**config.mk**
```make
export PLATFORM = sky130hd
export DESIGN_NAME = hazard_ctrl
export DESIGN_NICKNAME = d
export VERILOG_FILES = /design/src/rtl/hazard_pkg.sv /design/src/rtl/hazard_match.sv /design/src/rtl/hazard_ctrl.sv
export SDC_FILE = /design/constraint.sdc
export NUM_CORES = 1
export LEC_CHECK = 0
export ABC_AREA = 1
export ABC_CLOCK_PERIOD_IN_PS = 1720
export CAP_MARGIN = 20
export CORE_AREA = 8 8 45 47
export CTS_CLUSTER_DIAMETER = 40
export DETAILED_ROUTE_END_ITERATION = 10
export DIE_AREA = 0 0 53 55
export DONT_BUFFER_PORTS = 1
export GPL_ROUTABILITY_DRIVEN = 0
export PLACE_DENSITY = 0.7
export SETUP_SLACK_MARGIN = 0.2
export SYNTH_ARGS = -nofsm -noshare
export SYNTH_HDL_FRONTEND = slang
export SYNTH_SLANG_ARGS = --single-unit
```
**constraint.sdc**
```tcl
create_clock -name clk -period 1.72 [get_ports clk]
set_input_delay 0.344 -clock clk [delete_from_list [all_inputs] [get_ports clk]]
set_output_delay 0.344 -clock clk [all_outputs]
set_load 0.02 [all_outputs]
```
**src/rtl/hazard_pkg.sv**
```systemverilog
// hazard_pkg: shared types and constants for the pipeline hazard controller
package hazard_pkg;
    localparam int REG_AW_DEF = 4;
    localparam logic [31:0] NOP_INSN = 32'h0000_0013;
    typedef enum logic [1:0] {RUN, LSTALL, MWAIT} hz_state_t;
endpackage

```
**src/rtl/hazard_match.sv**
```systemverilog
// hazard_match: source/destination register compare with optional r0 mask
module hazard_match
    import hazard_pkg::*;
#(
    parameter int REG_AW     = REG_AW_DEF,
    parameter bit R0_IS_ZERO = 1'b1
) (
    input  logic              en,
    input  logic [REG_AW-1:0] src,
    input  logic [REG_AW-1:0] dst,
    output logic              hit
);
    assign hit = en && src == dst && !(R0_IS_ZERO && dst == '0);
endmodule

```
**src/rtl/hazard_ctrl.sv**
```systemverilog
// hazard_ctrl: load-use / memory-wait / branch-squash stall controller; HAZARD_STATS_EN adds stall and flush counters
module hazard_ctrl
    import hazard_pkg::*;
#(
    parameter int REG_AW     = REG_AW_DEF,
    parameter int LOAD_LAT   = 1,
    parameter bit R0_IS_ZERO = 1'b1
) (
    input  logic              clk,
    input  logic              rst_n,
    input  logic              id_valid,
    input  logic [REG_AW-1:0] id_rs,
    input  logic [REG_AW-1:0] id_rt,
    input  logic              id_uses_rs,
    input  logic              id_uses_rt,
    input  logic              ex_valid,
    input  logic              ex_is_load,
    input  logic [REG_AW-1:0] ex_rd,
    input  logic              ex_wr_en,
    input  logic              branch_taken,
    input  logic              mem_busy,
    output logic              pc_hold,
    output logic              ifid_hold,
    output logic              ifid_flush,
    output logic              idex_bubble,
    output logic              exmem_hold,
    output logic              memwb_bubble,
    output logic              stall_active
`ifdef HAZARD_STATS_EN
    ,
    output logic [15:0]       stall_cycles,
    output logic [15:0]       flush_count
`endif
);
    hz_state_t state, state_d, saved, saved_d, eff;
    logic [2:0] cnt, cnt_d;
    logic hit_rs, hit_rt, load_use;
    logic ph, ih, fl, ib, eh, mb;

    hazard_match #(.REG_AW(REG_AW), .R0_IS_ZERO(R0_IS_ZERO)) u_rs (
        .en(id_uses_rs), .src(id_rs), .dst(ex_rd), .hit(hit_rs)
    );
    hazard_match #(.REG_AW(REG_AW), .R0_IS_ZERO(R0_IS_ZERO)) u_rt (
        .en(id_uses_rt), .src(id_rt), .dst(ex_rd), .hit(hit_rt)
    );

    assign load_use = id_valid && ex_valid && ex_is_load && ex_wr_en && (hit_rs || hit_rt);
    // a memory wait resumes the saved state in its exit cycle, so it is evaluated as that state
    assign eff = state == MWAIT ? saved : state;

    // next state and stage controls, priority mem_busy > branch > countdown/load-use
    always_comb begin
        state_d = eff;
        saved_d = saved;
        cnt_d = cnt;
        {ph, ih, fl, ib, eh, mb} = '0;
        if (mem_busy) begin
            state_d = MWAIT;
            saved_d = eff;
            {ph, ih, eh, mb} = '1;
        end else if (branch_taken) begin
            state_d = RUN;
            cnt_d = '0;
            {fl, ib} = '1;
        end else if (eff == LSTALL) begin
            {ph, ih, ib} = '1;
            cnt_d = cnt - 3'd1;
            state_d = cnt == 3'd1 ? RUN : LSTALL;
        end else if (load_use) begin
            {ph, ih, ib} = '1;
            if (LOAD_LAT > 1) begin
                state_d = LSTALL;
                cnt_d = 3'(LOAD_LAT - 1);
            end
        end
    end

    // state, saved-state and bubble countdown registers
    always_ff @(posedge clk or negedge rst_n) begin
        if (!rst_n) begin
            state <= RUN;
            saved <= RUN;
            cnt <= '0;
        end else begin
            state <= state_d;
            saved <= saved_d;
            cnt <= cnt_d;
        end
    end

    assign pc_hold      = rst_n && ph;
    assign ifid_hold    = rst_n && ih;
    assign ifid_flush   = rst_n && fl;
    assign idex_bubble  = rst_n && ib;
    assign exmem_hold   = rst_n && eh;
    assign memwb_bubble = rst_n && mb;
    assign stall_active = rst_n && state != RUN;

`ifdef HAZARD_STATS_EN
    // saturating counters of held-PC cycles and IF/ID flush cycles
    always_ff @(posedge clk or negedge rst_n) begin
        if (!rst_n) begin
            stall_cycles <= '0;
            flush_count <= '0;
        end else begin
            if (pc_hold && stall_cycles != 16'hFFFF) stall_cycles <= stall_cycles + 16'd1;
            if (ifid_flush && flush_count != 16'hFFFF) flush_count <= flush_count + 16'd1;
        end
    end
`endif
endmodule

```
======== Yosys cells after proc, flatten, opt, wreduce, memory -nomap -nowiden ========
Cells that the tools add are included.
storage, ports and cells
  register bits ........................... 7
  logic and storage cells ................. 45
operators by class
  add/subtract/negate cells ............... 1
  equal/unequal tests ..................... 5
  muxes and demuxes ....................... 16
  bitwise gates (word level) .............. 1
  reduce and logical (&&, ||, !) cells .... 19
operators by type and width
  kind                   count
  $logic_and A1 B1 Y1    13
  $mux W1                10
  $eq A4 B4 Y1           2
  $mux W2                4
  $mux W3                2
  $logic_not A4 Y1       1
  $reduce_bool A2 Y1     2
  $eq A3 B1 Y1 const B   1
  $sub A3 B1 Y3 const B  1
  $eq A2 B1 Y1 const B   1
  $eq A2 B2 Y1 const B   1
  $reduce_and A2 Y1      1
  $logic_not A1 Y1       1
  $logic_or A1 B1 Y1     1
  $not A1 Y1             1

======== Logic depth before layout (Yosys ltp) ========
Gate-level depths: netlist (run 1).
  depth in word-level cells ............... 10
  gate-level depth with buffers ........... 11

======== Hierarchy ========
A second synthesis (run 1) with hierarchy kept.
unflattened totals
  cells, all modules ...................... 113
  area total of the unflattened synthesis .. 664.4 sq um
by module, submodules not included
  module        times used  cells an instance  area each (sq um)  sequential area each (sq um)
  hazard_ctrl   1           63                 474.2              175.2
  hazard_match  2           25                 95.1               0.0

======== Worst setup path after synthesis (run 1) ========
No wires, ideal clock.
  path type ............................... flip-flop to output port
  start ................................... register state[0]
  end ..................................... output port pc_hold
  arrival time ............................ 1171 ps
  setup slack ............................. 205 ps
  cell stages (with the launch flop) ...... 7
  path buffers ............................ 1
  path through ............................ dfrtp_1 > o21ai_2 > nand2_4 > nand2_1 > nand2_1 > nand2_1 > buf_4
between the ends
  word-level cells in the longest chain between the ends .. 7
RTL lines
  what                    line               source
  from (decl)             hazard_ctrl.sv:35  hz_state_t state, state_d, saved, saved_d, eff;
  from (signal assigned)  hazard_ctrl.sv:85  state <= state_d;
  $eq A2 B2 Y1            hazard_ctrl.sv:49  assign eff = state == MWAIT ? saved : state;
  $mux W2 *               hazard_ctrl.sv:49
  $eq A2 B1 Y1 *          hazard_ctrl.sv:65  end else if (eff == LSTALL) begin
  $mux W1 * (3 in a row)  --
  $logic_and A1 B1 Y1 *   --
  to (decl)               hazard_ctrl.sv:22  output logic pc_hold,
Every way passes the cells marked *; elsewhere a longest branch is shown, timed or not.

======== Final worst setup path (run 1) ========
  start ................................... register state[1]
  end ..................................... output port pc_hold
Same word-level chain as after synthesis.

==> results of run 1 <==
-- state kept, by name (all words and copies together) (netlist names) --
register,flops
cnt,3
saved,2
state,2
-- cells in the final DEF (no fill, tap or decap), types with 2 or more instances in the layout --
cell type	synthesis	final
sky130_fd_sc_hd__o21ai_0	2	2
sky130_fd_sc_hd__buf_4	2	8
sky130_fd_sc_hd__o21ai_1	2	2
sky130_fd_sc_hd__clkbuf_4	0	3
sky130_fd_sc_hd__nor2_4	1	2
sky130_fd_sc_hd__dfrtp_2	0	2
sky130_fd_sc_hd__nand3_1	7	7
sky130_fd_sc_hd__nand2_1	28	25
sky130_fd_sc_hd__xnor2_1	2	2
sky130_fd_sc_hd__inv_2	2	3
sky130_fd_sc_hd__nand2_4	1	2
sky130_fd_sc_hd__inv_1	15	14
sky130_fd_sc_hd__ha_1	2	2
sky130_fd_sc_hd__dfrtp_1	7	5
sky130_fd_sc_hd__nor2_1	12	11
sky130_fd_sc_hd__nand2_2	0	2
-- metal layers --
layer / global-route usage (%) / up-vias / wire length, microns
li1: - / 306 / -
met5: 0 / - / 0
met2: 18.55 / 18 / 713
met3: 5.348 / 4 / 111
met4: 3.448 / 0 / 27
met1: 10.80 / 248 / 573
-- power breakdown --
| group | switching, mW | total, mW | internal (mW) |
|---|---|---|---|
| combinational | 0.0587 | 0.0944 | 0.0357 |
| clock | 0.0567 | 0.145 | 0.0883 |
| sequential | 0.00598 | 0.181 | 0.175 |
-- per-stage QoR --
step | cell area [sq um] | hold slack, ns | cells | setup slack, ns
floorplan | 590.6 | 0.04841 | 92 | 0.2047
global placement | 610.6 | 0.04863 | 108 | 0.2284
detailed placement | 610.6 | 0.04860 | 108 | 0.2401
global route | 721.9 | 0.2051 | 119 | 0.08402
CTS | 691.9 | 0.1965 | 117 | 0.1920
finish | 721.9 | 0.1964 | 119 | 0.1749
-- how the worst max path moves through the flow --
stage / to / slack [ns] / cells after the start
after detailed placement: pc_hold / 0.24 / 10
after CTS: idex_bubble / 0.19 / 6
final: pc_hold / 0.17 / 6
after global routing: idex_bubble / 0.08 / 6
after floorplan: pc_hold / 0.20 / 6
after global placement: pc_hold / 0.23 / 10
-- worst max-delay path, delay by kind of cell (launching register included) --
kind | cells | cell delay [ns]
flip-flops | 1 | 0.44
AND/OR/NAND/NOR | 6 | 0.51
-- final cells by class --
type	count	area, sq um
fill	131	661.9
timing repair buffer	9	70.07
tap	16	20.02
inverter	17	63.81
clock buffer	4	26.28
multi-input combinational	66	364.1
sequential	7	177.7
-- what timing repair did --
| action | CTS | global route |
|---|---|---|
| gates resized for setup | 6 | 4 |
| pin swaps | 6 | 1 |
| setup endpoints to repair | 3 | 3 |
| hold buffers | 1 | 0 |
| buffers inserted | 4 | 2 |
| endpoints found under the hold margin | 7 | 0 |
-- kinds of logic after synthesis --
family                     Yosys count  synth area share (%)
AOI/OAI and AO/OA                    9                 10.59
buffers and inverters               19                 13.35
xor gates and xnor gates             2                 2.967
and+or+nand+nor                     53                 39.19
adders and majority gates            2                 4.237
DFF                                  7                 29.66
==> results_tabular.tex, run 1 <==
\begin{tabular}{lr}
\hline
Metric & Value \\
\hline
\multicolumn{2}{l}{\textbf{Outcome}} \\
\quad Run status & finished, final reports clean \\
\multicolumn{2}{l}{\textbf{Global routing}} \\
\quad Via count of the first global-routing pass & roughly 560 \\
\quad All-Layer GR Usage & between 10\% and 20\% \\
\quad Largest net degree at the start of global routing & 8 \\
\quad Global-route wire length before repair & 2.325 mm \\
\quad Initial antenna violation count & 0 \\
\quad Sum of overflow across all layers after global routing & 0 \\
\multicolumn{2}{l}{\textbf{Yosys}} \\
\quad Cell with the most instances after synthesis & sky130\_fd\_sc\_hd\_\_nand2\_1 \\
\quad Area leader, netlist & sky130\_fd\_sc\_hd\_\_dfrtp\_1 \\
\quad Proportion of register bits with asynchronous set or reset after synthesis & 100.0\% \\
\quad Number of warnings reported in the yosys synthesis log & 0 \\
\quad Share of Yosys cell area claimed by the top area cell type & 29.66\% \\
\quad Sequential element share of the synthesized area & between 20\% and 30\% \\
\quad Most frequent cells after synthesis & sky130\_fd\_sc\_hd\_\_nand2\_1, sky130\_fd\_sc\_hd\_\_inv\_1, sky130\_fd\_sc\_hd\_\_nor2\_1 \\
\quad Netlist area before placement & a little under 600 sq um \\
\quad Most frequently used flop master after synthesis & sky130\_fd\_sc\_hd\_\_dfrtp\_1 \\
\quad Count of flip-flops with a built-in enable after synthesis & 0 \\
\quad Gate Count Post-Synth & slightly above 90 \\
\quad Synthesized netlist net count & between 100 and 150 \\
\quad Mean post-synth cell area & between 6 and 7 sq um \\
\quad Number of synthesized register bits & 7 \\
\quad Most area-consuming cells after synthesis & sky130\_fd\_sc\_hd\_\_dfrtp\_1, sky130\_fd\_sc\_hd\_\_nand2\_1, sky130\_fd\_sc\_hd\_\_inv\_1, sky130\_fd\_sc\_hd\_\_nor2\_1, sky130\_fd\_sc\_hd\_\_nand3\_1 \\
\quad Distinct cells, synth & 22 \\
\multicolumn{2}{l}{\textbf{Setup path}} \\
\quad Slowest cell delay on critical path & 0.44 ns \\
\quad Critical Path Fanout Max & 3 \\
\quad Cell chain of the critical path & nor2\_4, nor2\_4, nand2\_4, nand2\_2, nand2\_2, nand2\_4 \\
\quad Start-to-end type of the worst setup path & flop to primary output \\
\quad Endpoint type of the worst setup path & primary output \\
\quad Slowest stage cell, crit path & sky130\_fd\_sc\_hd\_\_dfrtp\_2 \\
\quad Crit path DAT & between 1 and 1.5 ns \\
\quad Worst Setup SP & state[1] \\
\quad Required time worst endpoint & roughly 1.4 ns \\
\quad R2R setup slack & between 0.2 and 0.3 ns \\
\quad Cell depth of the worst flop-to-flop path & 8 \\
\quad End of the worst register-to-register path & cnt[2] \\
\quad Startpoint type of the worst setup path & flop \\
\quad Launch point of the worst reg-to-reg path & state[0] \\
\multicolumn{2}{l}{\textbf{Finish}} \\
\quad Count of antenna diodes in the layout & 0 \\
\quad Final core occ & a little over half \\
\quad Fraction of final layout cells sized beyond drive strength 1 & 24.27\% \\
\quad Post-layout nets & 128 \\
\quad Area Growth Syn to Fin & 22.25\% \\
\multicolumn{2}{l}{\textbf{STA}} \\
\quad Actual slew at the worst max-slew pin & 0.3866 ns \\
\quad TNS Setup & 0 ns \\
\quad Min cycle time layout & 1.545 ns \\
\quad RSZ-0062 raised after global routing & yes \\
\quad Endpoints failing hold & 0 \\
\quad Slew Viols, Final & 0 \\
\quad Worst-case clock skew & between 0.008 and 0.009 ns \\
\quad Setup violations, final & 0 \\
\quad Ratio of final minimum period to clock period & approximately nine tenths \\
\quad Achievable clock frequency & $\sim$650 MHz \\
\quad Max\_slew headroom & between 70\% and 80\% \\
\multicolumn{2}{l}{\textbf{Floorplanning}} \\
\quad Width of the die & 53 microns \\
\quad I/O Pins & 29 \\
\quad Die ar. & around 0.0029 sq mm \\
\quad Die Y-Extent & around 55 microns \\
\quad Std-Cell Rows & 14 \\
\quad Effective utilization at floorplan & a little over two fifths \\
\quad Standard cell core area & roughly 0.0014 sq mm \\
\multicolumn{2}{l}{\textbf{Detailed routing}} \\
\quad Final Routed Wirelength & around 1.4 mm \\
\quad Routed length per instance & 11.97 microns \\
\quad Detailed-route DRC error count & 0 \\
\quad Total vias in the final route & $\sim$580 \\
\quad Final antenna-violating net count & 0 \\
\quad Via-per-instance ratio & slightly below 5 \\
\quad DRT Pass-1 Iters & 4 \\
\quad DRC marker count from the first detailed-route iteration & 10 \\
\multicolumn{2}{l}{\textbf{Place}} \\
\quad Post-detail-place hpwl & roughly 1.0 mm \\
\quad Count of input and output buffers & 0 \\
\multicolumn{2}{l}{\textbf{Clocking}} \\
\quad H-tree levels & 1 \\
\quad Maximum clock path buffer count & 2 \\
\quad Clock root buffer master & sky130\_fd\_sc\_hd\_\_clkbuf\_4 \\
\quad Post-CTS clock slew at the launch and capture registers of the worst setup and hold paths & 0.06 ns \\
\quad TritonCTS clock tree & done \\
\quad Inserted Clock Buffers & 3 \\
\quad Latest clock arrival within the worst-skew pair & about 0.25 ns \\
\quad Number of clock sinks seen by CTS & 7 \\
\multicolumn{2}{l}{\textbf{Power}} \\
\quad Maximum vdd drop & around 0.40 mV \\
\quad Lkg Pwr & 0.3928 nW \\
\quad Power Dens Cells & 582.2 mW/mm\^{}2 \\
\quad Final Total Pwr & between 0.4 and 0.5 mW \\
\multicolumn{2}{l}{\textbf{Hold path}} \\
\quad Hold-critical path depth & 1 \\
\quad HP Class & primary input to flop \\
\quad Min-Delay Startpoint & branch\_taken \\
\quad End point of the most critical hold path & state[1] \\
\multicolumn{2}{l}{\textbf{Job}} \\
\quad Max-cap viol count & 0 \\
\hline
\end{tabular}
Note: power is estimated with default switching activity, not from simulation.
==> run 2: changes to the inputs <==
--- a/config.mk
+++ b/config.mk
@@ -14,7 +14,7 @@
 export DIE_AREA = 0 0 53 55
 export DONT_BUFFER_PORTS = 1
 export GPL_ROUTABILITY_DRIVEN = 0
-export PLACE_DENSITY = 0.7
+export PLACE_DENSITY = 0.69
 export SETUP_SLACK_MARGIN = 0.2
 export SYNTH_ARGS = -nofsm -noshare
 export SYNTH_HDL_FRONTEND = slang
==> run 2 against run 1 <==
Effect of this change:
- sequential share of layout area is 0.17 points lower
- setup slack worse by 0.023 ns
- die area stayed put
- non-clock buffer count stayed put
- highest routed layer unchanged
==> results_tabular.tex, run 2 (synthesized netlist as in run 1, its figures left out) <==
\begin{tabular}{lr}
\hline
Metric & Value \\
\hline
\multicolumn{2}{l}{\textbf{Detailed routing}} \\
\quad Uppermost signal routing layer after detailed routing & met4 \\
\quad Final antenna-violating net count & 0 (unchanged) \\
\quad Wire length on met2 & 819 microns (+15\%) \\
\quad Detailed-route DRC error count & 0 (unchanged) \\
\quad Total vias in the final route & 601 (+4.3\%) \\
\quad DRT Pass-1 Iters & 4 (unchanged) \\
\quad Via-per-instance ratio & 5.050 (+4.3\%) \\
\quad DRC marker count from the first detailed-route iteration & 4 (-6) \\
\quad Final Routed Wirelength & 1.528 mm (+7.2\%) \\
\quad Total routed wire length on the met1 layer & 546 microns (-4.7\%) \\
\quad Met3 wire len & 124 microns (+12\%) \\
\quad Routed length per instance & 12.84 microns (+7.2\%) \\
\multicolumn{2}{l}{\textbf{Floorplanning}} \\
\quad Width of the die & 53 microns (unchanged) \\
\quad I/O Pins & 29 (unchanged) \\
\quad Die Y-Extent & 55 microns (unchanged) \\
\quad Std-Cell Rows & 14 (unchanged) \\
\quad Standard cell core area & 0.001384 sq mm (unchanged) \\
\quad Die ar. & 0.002915 sq mm (unchanged) \\
\quad Effective utilization at floorplan & 42.68\% (unchanged) \\
\multicolumn{2}{l}{\textbf{Finish}} \\
\quad Area Growth Syn to Fin & 23.09\% \\
\quad Largest Register & cnt \\
\quad Count of antenna diodes in the layout & 0 (unchanged) \\
\quad Largest register FFs & 3 (unchanged) \\
\quad Registers with the most flip-flops & cnt: 3 flops, saved: 2 flops, state: 2 flops \\
\quad Most common library cell in the layout ignoring fill and taps & sky130\_fd\_sc\_hd\_\_nand2\_1 \\
\quad Leading cell types in the layout, fill and taps excluded & sky130\_fd\_sc\_hd\_\_nand2\_1, sky130\_fd\_sc\_hd\_\_inv\_1, sky130\_fd\_sc\_hd\_\_nor2\_1, sky130\_fd\_sc\_hd\_\_buf\_4, sky130\_fd\_sc\_hd\_\_nand3\_1 \\
\quad Fraction of final layout cells sized beyond drive strength 1 & 24.27\% (unchanged) \\
\quad Post-layout nets & 128 (unchanged) \\
\multicolumn{2}{l}{\textbf{Clocking}} \\
\quad Inserted Clock Buffers & 3 (unchanged) \\
\quad Clock root buffer master & sky130\_fd\_sc\_hd\_\_clkbuf\_4 \\
\quad Post-CTS clock slew at the launch and capture registers of the worst setup and hold paths & 0.06 ns (about the same) \\
\quad Latest clock arrival within the worst-skew pair & 0.26 ns (about the same) \\
\quad TritonCTS clock tree & done \\
\quad H-tree levels & 1 (unchanged) \\
\quad Number of clock sinks seen by CTS & 7 (unchanged) \\
\quad Maximum clock path buffer count & 2 (unchanged) \\
\multicolumn{2}{l}{\textbf{Setup path}} \\
\quad Crit path DAT & 1.22 ns (+0.02 ns) \\
\quad Slowest cell delay on critical path & 0.45 ns (about the same) \\
\quad Critical Path Fanout Max & 3 (unchanged) \\
\quad Slowest stage cell, crit path & sky130\_fd\_sc\_hd\_\_dfrtp\_2 \\
\quad Start-to-end type of the worst setup path & flop to primary output \\
\quad Endpoint type of the worst setup path & primary output \\
\quad Cell chain of the critical path & nor2\_4, buf\_4, nor2\_1 \\
\quad Required time worst endpoint & 1.38 ns (about the same) \\
\quad Startpoint type of the worst setup path & flop \\
\multicolumn{2}{l}{\textbf{Global routing}} \\
\quad Global-route wire length before repair & 2.415 mm (+3.9\%) \\
\quad Sum of overflow across all layers after global routing & 0 (unchanged) \\
\quad All-Layer GR Usage & 11.03\% (+0.42 points) \\
\quad Via count of the first global-routing pass & 596 (+6.6\%) \\
\quad Initial antenna violation count & 0 (unchanged) \\
\quad Largest net degree at the start of global routing & 8 (unchanged) \\
\multicolumn{2}{l}{\textbf{Place}} \\
\quad Pre-CTS setup slack & 0.2161 ns (-0.02407 ns) \\
\quad Post-detail-place hpwl & 1.093 mm (+5.2\%) \\
\quad Count of input and output buffers & 0 (unchanged) \\
\multicolumn{2}{l}{\textbf{STA}} \\
\quad Setup violations, final & 0 (unchanged) \\
\quad Ratio of final minimum period to clock period & 91.16\% (+1.3 points) \\
\quad RSZ-0062 raised after global routing & yes \\
\quad Endpoints failing hold & 0 (unchanged) \\
\quad Max\_slew headroom & 71.72\% (-2.4 points) \\
\quad Worst-case clock skew & 0.01611 ns (+0.007970 ns) \\
\quad Min cycle time layout & 1.568 ns (+0.02292 ns) \\
\quad Slew Viols, Final & 0 (unchanged) \\
\quad Slack of the critical path & 0.1520 ns (-0.02292 ns) \\
\quad Actual slew at the worst max-slew pin & 0.4227 ns (+0.03612 ns) \\
\quad TNS Setup & 0 ns (unchanged) \\
\quad Achievable clock frequency & 637.8 MHz (-1.5\%) \\
\multicolumn{2}{l}{\textbf{Power}} \\
\quad Lkg Pwr & 0.3970 nW (+1.1\%) \\
\quad Maximum vdd drop & 0.3929 mV (-0.98\%) \\
\quad Power Dens Cells & 593.7 mW/mm\^{}2 (+2.0\%) \\
\multicolumn{2}{l}{\textbf{Job}} \\
\quad Max-cap viol count & 0 (unchanged) \\
\multicolumn{2}{l}{\textbf{Outcome}} \\
\quad Run status & finished, final reports clean \\
\multicolumn{2}{l}{\textbf{Hold path}} \\
\quad HP Class & primary input to flop \\
\hline
\end{tabular}
-- run 2: final cells by class --
cell class,count,area (sq um)
tap,16,20.02
clock buffer,4,26.28
sequential,7,177.7
fill,135,656.9
multi-input combinational,66,369.1
timing repair buffer,9,70.07
inverter,17,63.81
-- run 2: path summary, 6_finish.rpt --
check                          from            to  slack, ns  cells after the start
max in group asynchronous     rst_n      state[0]       1.06                      1
max reg2reg                state[0]        cnt[2]       0.31                      8
min in group asynchronous     rst_n      saved[0]       0.40                      1
min                        mem_busy      saved[0]       0.20                      2
max                        state[0]  stall_active       0.15                      3
min reg2reg                saved[0]      saved[0]       0.55                      2
-- run 2: layer usage --
layer  global-route usage [%]  vias up
met1                    9.985      275
met2                    20.90       17
met4                    5.603        0
met3                    4.278        4
li1                         -      305
met5                        0        -
-- run 2: critical path, delay by kind of cell (launching register included) --
kind	cells	cell delay, ns
buffers and inverters	1	0.13
and+or+nand+nor	2	0.39
DFF	1	0.45
-- run 2: what timing repair did --
item                                    CTS  global route
pin swaps                                 6             4
resized for setup                         7             4
hold endpoints to repair                  7             0
endpoints found under the setup margin    3             3
hold buffers                              1             0
buffers inserted                          3             3
-- run 2: stage by stage --
step | hold WS, ns | cells | area (sq um) | utilization [%] | power (mW)
after floorplan | 0.04841 | 92 | 590.6 | - | 0.2575
after global placement | 0.04865 | 108 | 610.6 | 44.12 | 0.2662
after detailed placement | 0.04863 | 108 | 610.6 | 44.12 | 0.2690
after CTS | 0.1993 | 116 | 689.4 | 49.82 | 0.4300
after global routing | 0.2056 | 119 | 726.9 | 52.53 | 0.4598
final | 0.1980 | 119 | 726.9 | 52.53 | 0.4316
-- run 2: report_power, final --
part | internal, mW | total [mW] | switching, mW
clock | 0.0889 | 0.155 | 0.0665
combinational | 0.0364 | 0.0963 | 0.0599
sequential | 0.175 | 0.180 | 0.00504
total | 0.300 | 0.432 | 0.131
==> patch: new RTL, flow settings as in run 2 <==
`R0_IS_ZERO` is set to 1'b1 in 2 places; all go to 1'b0.
--- a/src/rtl/hazard_match.sv
+++ b/src/rtl/hazard_match.sv
@@ -3,7 +3,7 @@
     import hazard_pkg::*;
 #(
     parameter int REG_AW     = REG_AW_DEF,
-    parameter bit R0_IS_ZERO = 1'b1
+    parameter bit R0_IS_ZERO = 1'b0
 ) (
     input  logic              en,
     input  logic [REG_AW-1:0] src,
--- a/src/rtl/hazard_ctrl.sv
+++ b/src/rtl/hazard_ctrl.sv
@@ -4,7 +4,7 @@
 #(
     parameter int REG_AW     = REG_AW_DEF,
     parameter int LOAD_LAT   = 1,
-    parameter bit R0_IS_ZERO = 1'b1
+    parameter bit R0_IS_ZERO = 1'b0
 ) (
     input  logic              clk,
     input  logic              rst_n,
Behaviour: not the same (Yosys sat finds a counterexample within 4 cycles, from zero or initial values and one cycle with rst_n low).
==> patch against run 2 <==
Non-clock buffer count decreased by 4. Cell area decreased by 7.7%. Worst setup slack improved by 0.026 ns. Power decreased by 0.99%. Synthesized area decreased by 1.5%. Wire length decreased by 19%. Core utilization decreased by 4.1 points. Register-to-register slack improved by 0.21 ns. Count of clock-buffer cells in the layout unchanged. Combinational power increased by 1%. Sequential share of layout area increased by 1.7 points. Sequential cell count unchanged.
==> patch: results (changes against run 2) <==
| Metric | Value |
|---|---|
| Syn_area_per_cell | 6.39 µm² (-0.40%) |
| Met2 global-route usage | 16.0% (-4.9 points) |
| Routed vias | 558 (-7.2%) |
| Psw | 0.126 mW (-4.1%) |
| Dpl hpwl | 1000 µm (-8.2%) |
| Maximum vdd drop | 380 µV (-3.4%) |
| Adder-Cell Fraction of Synth Area | 4.30% (+0.064 points) |
| Global-route wire length before repair | 2170 µm (-10%) |
| Reg2reg setup slack | 0.52 ns (+0.21 ns) |
| F_max | 648 MHz (+1.7%) |
| 1st-iter DRT viols | 13 (+9) |
| Most frequent cells after synthesis | 27 x nand2_1, 16 x inv_1, 14 x nor2_1 |
| R2R depth | 6 (-2) |
| DR pass1 iterations | 5 (+1) |
| Reg2reg start | saved[1] |
| Critical Path Sink | pc_hold |
| Final net count | 123 (-3.9%) |
| Placement Setup Slack | 0.193 ns (-0.0235 ns) |
| Worst-Margin Slew | 0.415 ns (-0.00762 ns) |
| Post-synthesis cell type count | 20 (-9.1%) |
| FF-to-FF End | cnt[0] |
| Met2 routed WL | 615 µm (-25%) |
| Status | completed |
| Syn nets | 115 (-0.86%) |
| CP arrival | 1.20 ns (-0.02 ns) |
| Register area share after synthesis | 30.1% (+0.45 points) |
| Total track usage | 9.89% (-1.1 points) |
## patch: power groups by stage
stage	Combinational [mW]	Clock, mW	Sequential, mW
2_1_floorplan	0.0804	0	0.185
3_3_place_gp	0.0886	0	0.186
3_5_place_dp	0.0920	0	0.185
4_1_cts	0.100	0.157	0.183
5_1_grt	0.113	0.163	0.184
6_report	0.0974	0.147	0.183
## patch: cell families after synthesis
logic type / count (synthesis)
AND/OR/NAND/NOR: 49
adder cells (fa/ha/maj): 2
XOR/XNOR: 1
flip-flops: 7
AO/OA/AOI/OAI: 12
buffers and inverters: 20
## patch: timing repair
action                                  CTS  global route
gates resized for setup                   6             0
pin swaps                                 5             0
hold buffers                              1             0
endpoints found under the setup margin    3             3
endpoints found under the hold margin     7             0
buffers inserted                          3             0
gates cloned                              0             0
## patch: worst min-delay path by stage
| stage | to | cells past startpoint | startpoint | slack [ns] |
|---|---|---|---|---|
| CTS | state[1] | 1 | branch_taken | 0.18 |
| detailed placement | saved[1] | 0 | rst_n | 0.05 |
| global placement | cnt[2] | 0 | rst_n | 0.05 |
| global route | state[1] | 1 | branch_taken | 0.17 |
| finish | state[1] | 1 | branch_taken | 0.20 |
| floorplan | cnt[0] | 0 | rst_n | 0.05 |
## patch: cell type report
cell class / instances / area share (%)
multi-input combinational: 64 / 50.9
timing repair buffer: 5 / 5.97
sequential: 7 / 26.1
clock buffer: 4 / 3.92
inverter: 18 / 10.1
tap: 16 / 2.99
## patch: critical path, stage by stage, from the launching register on
cell and delay, ns:
dfrtp_1 0.42, a21oi_2 0.17, inv_2 0.07, nand2_4 0.07
nand2_2 0.05, nand2_2 0.07, nand2_4 0.10
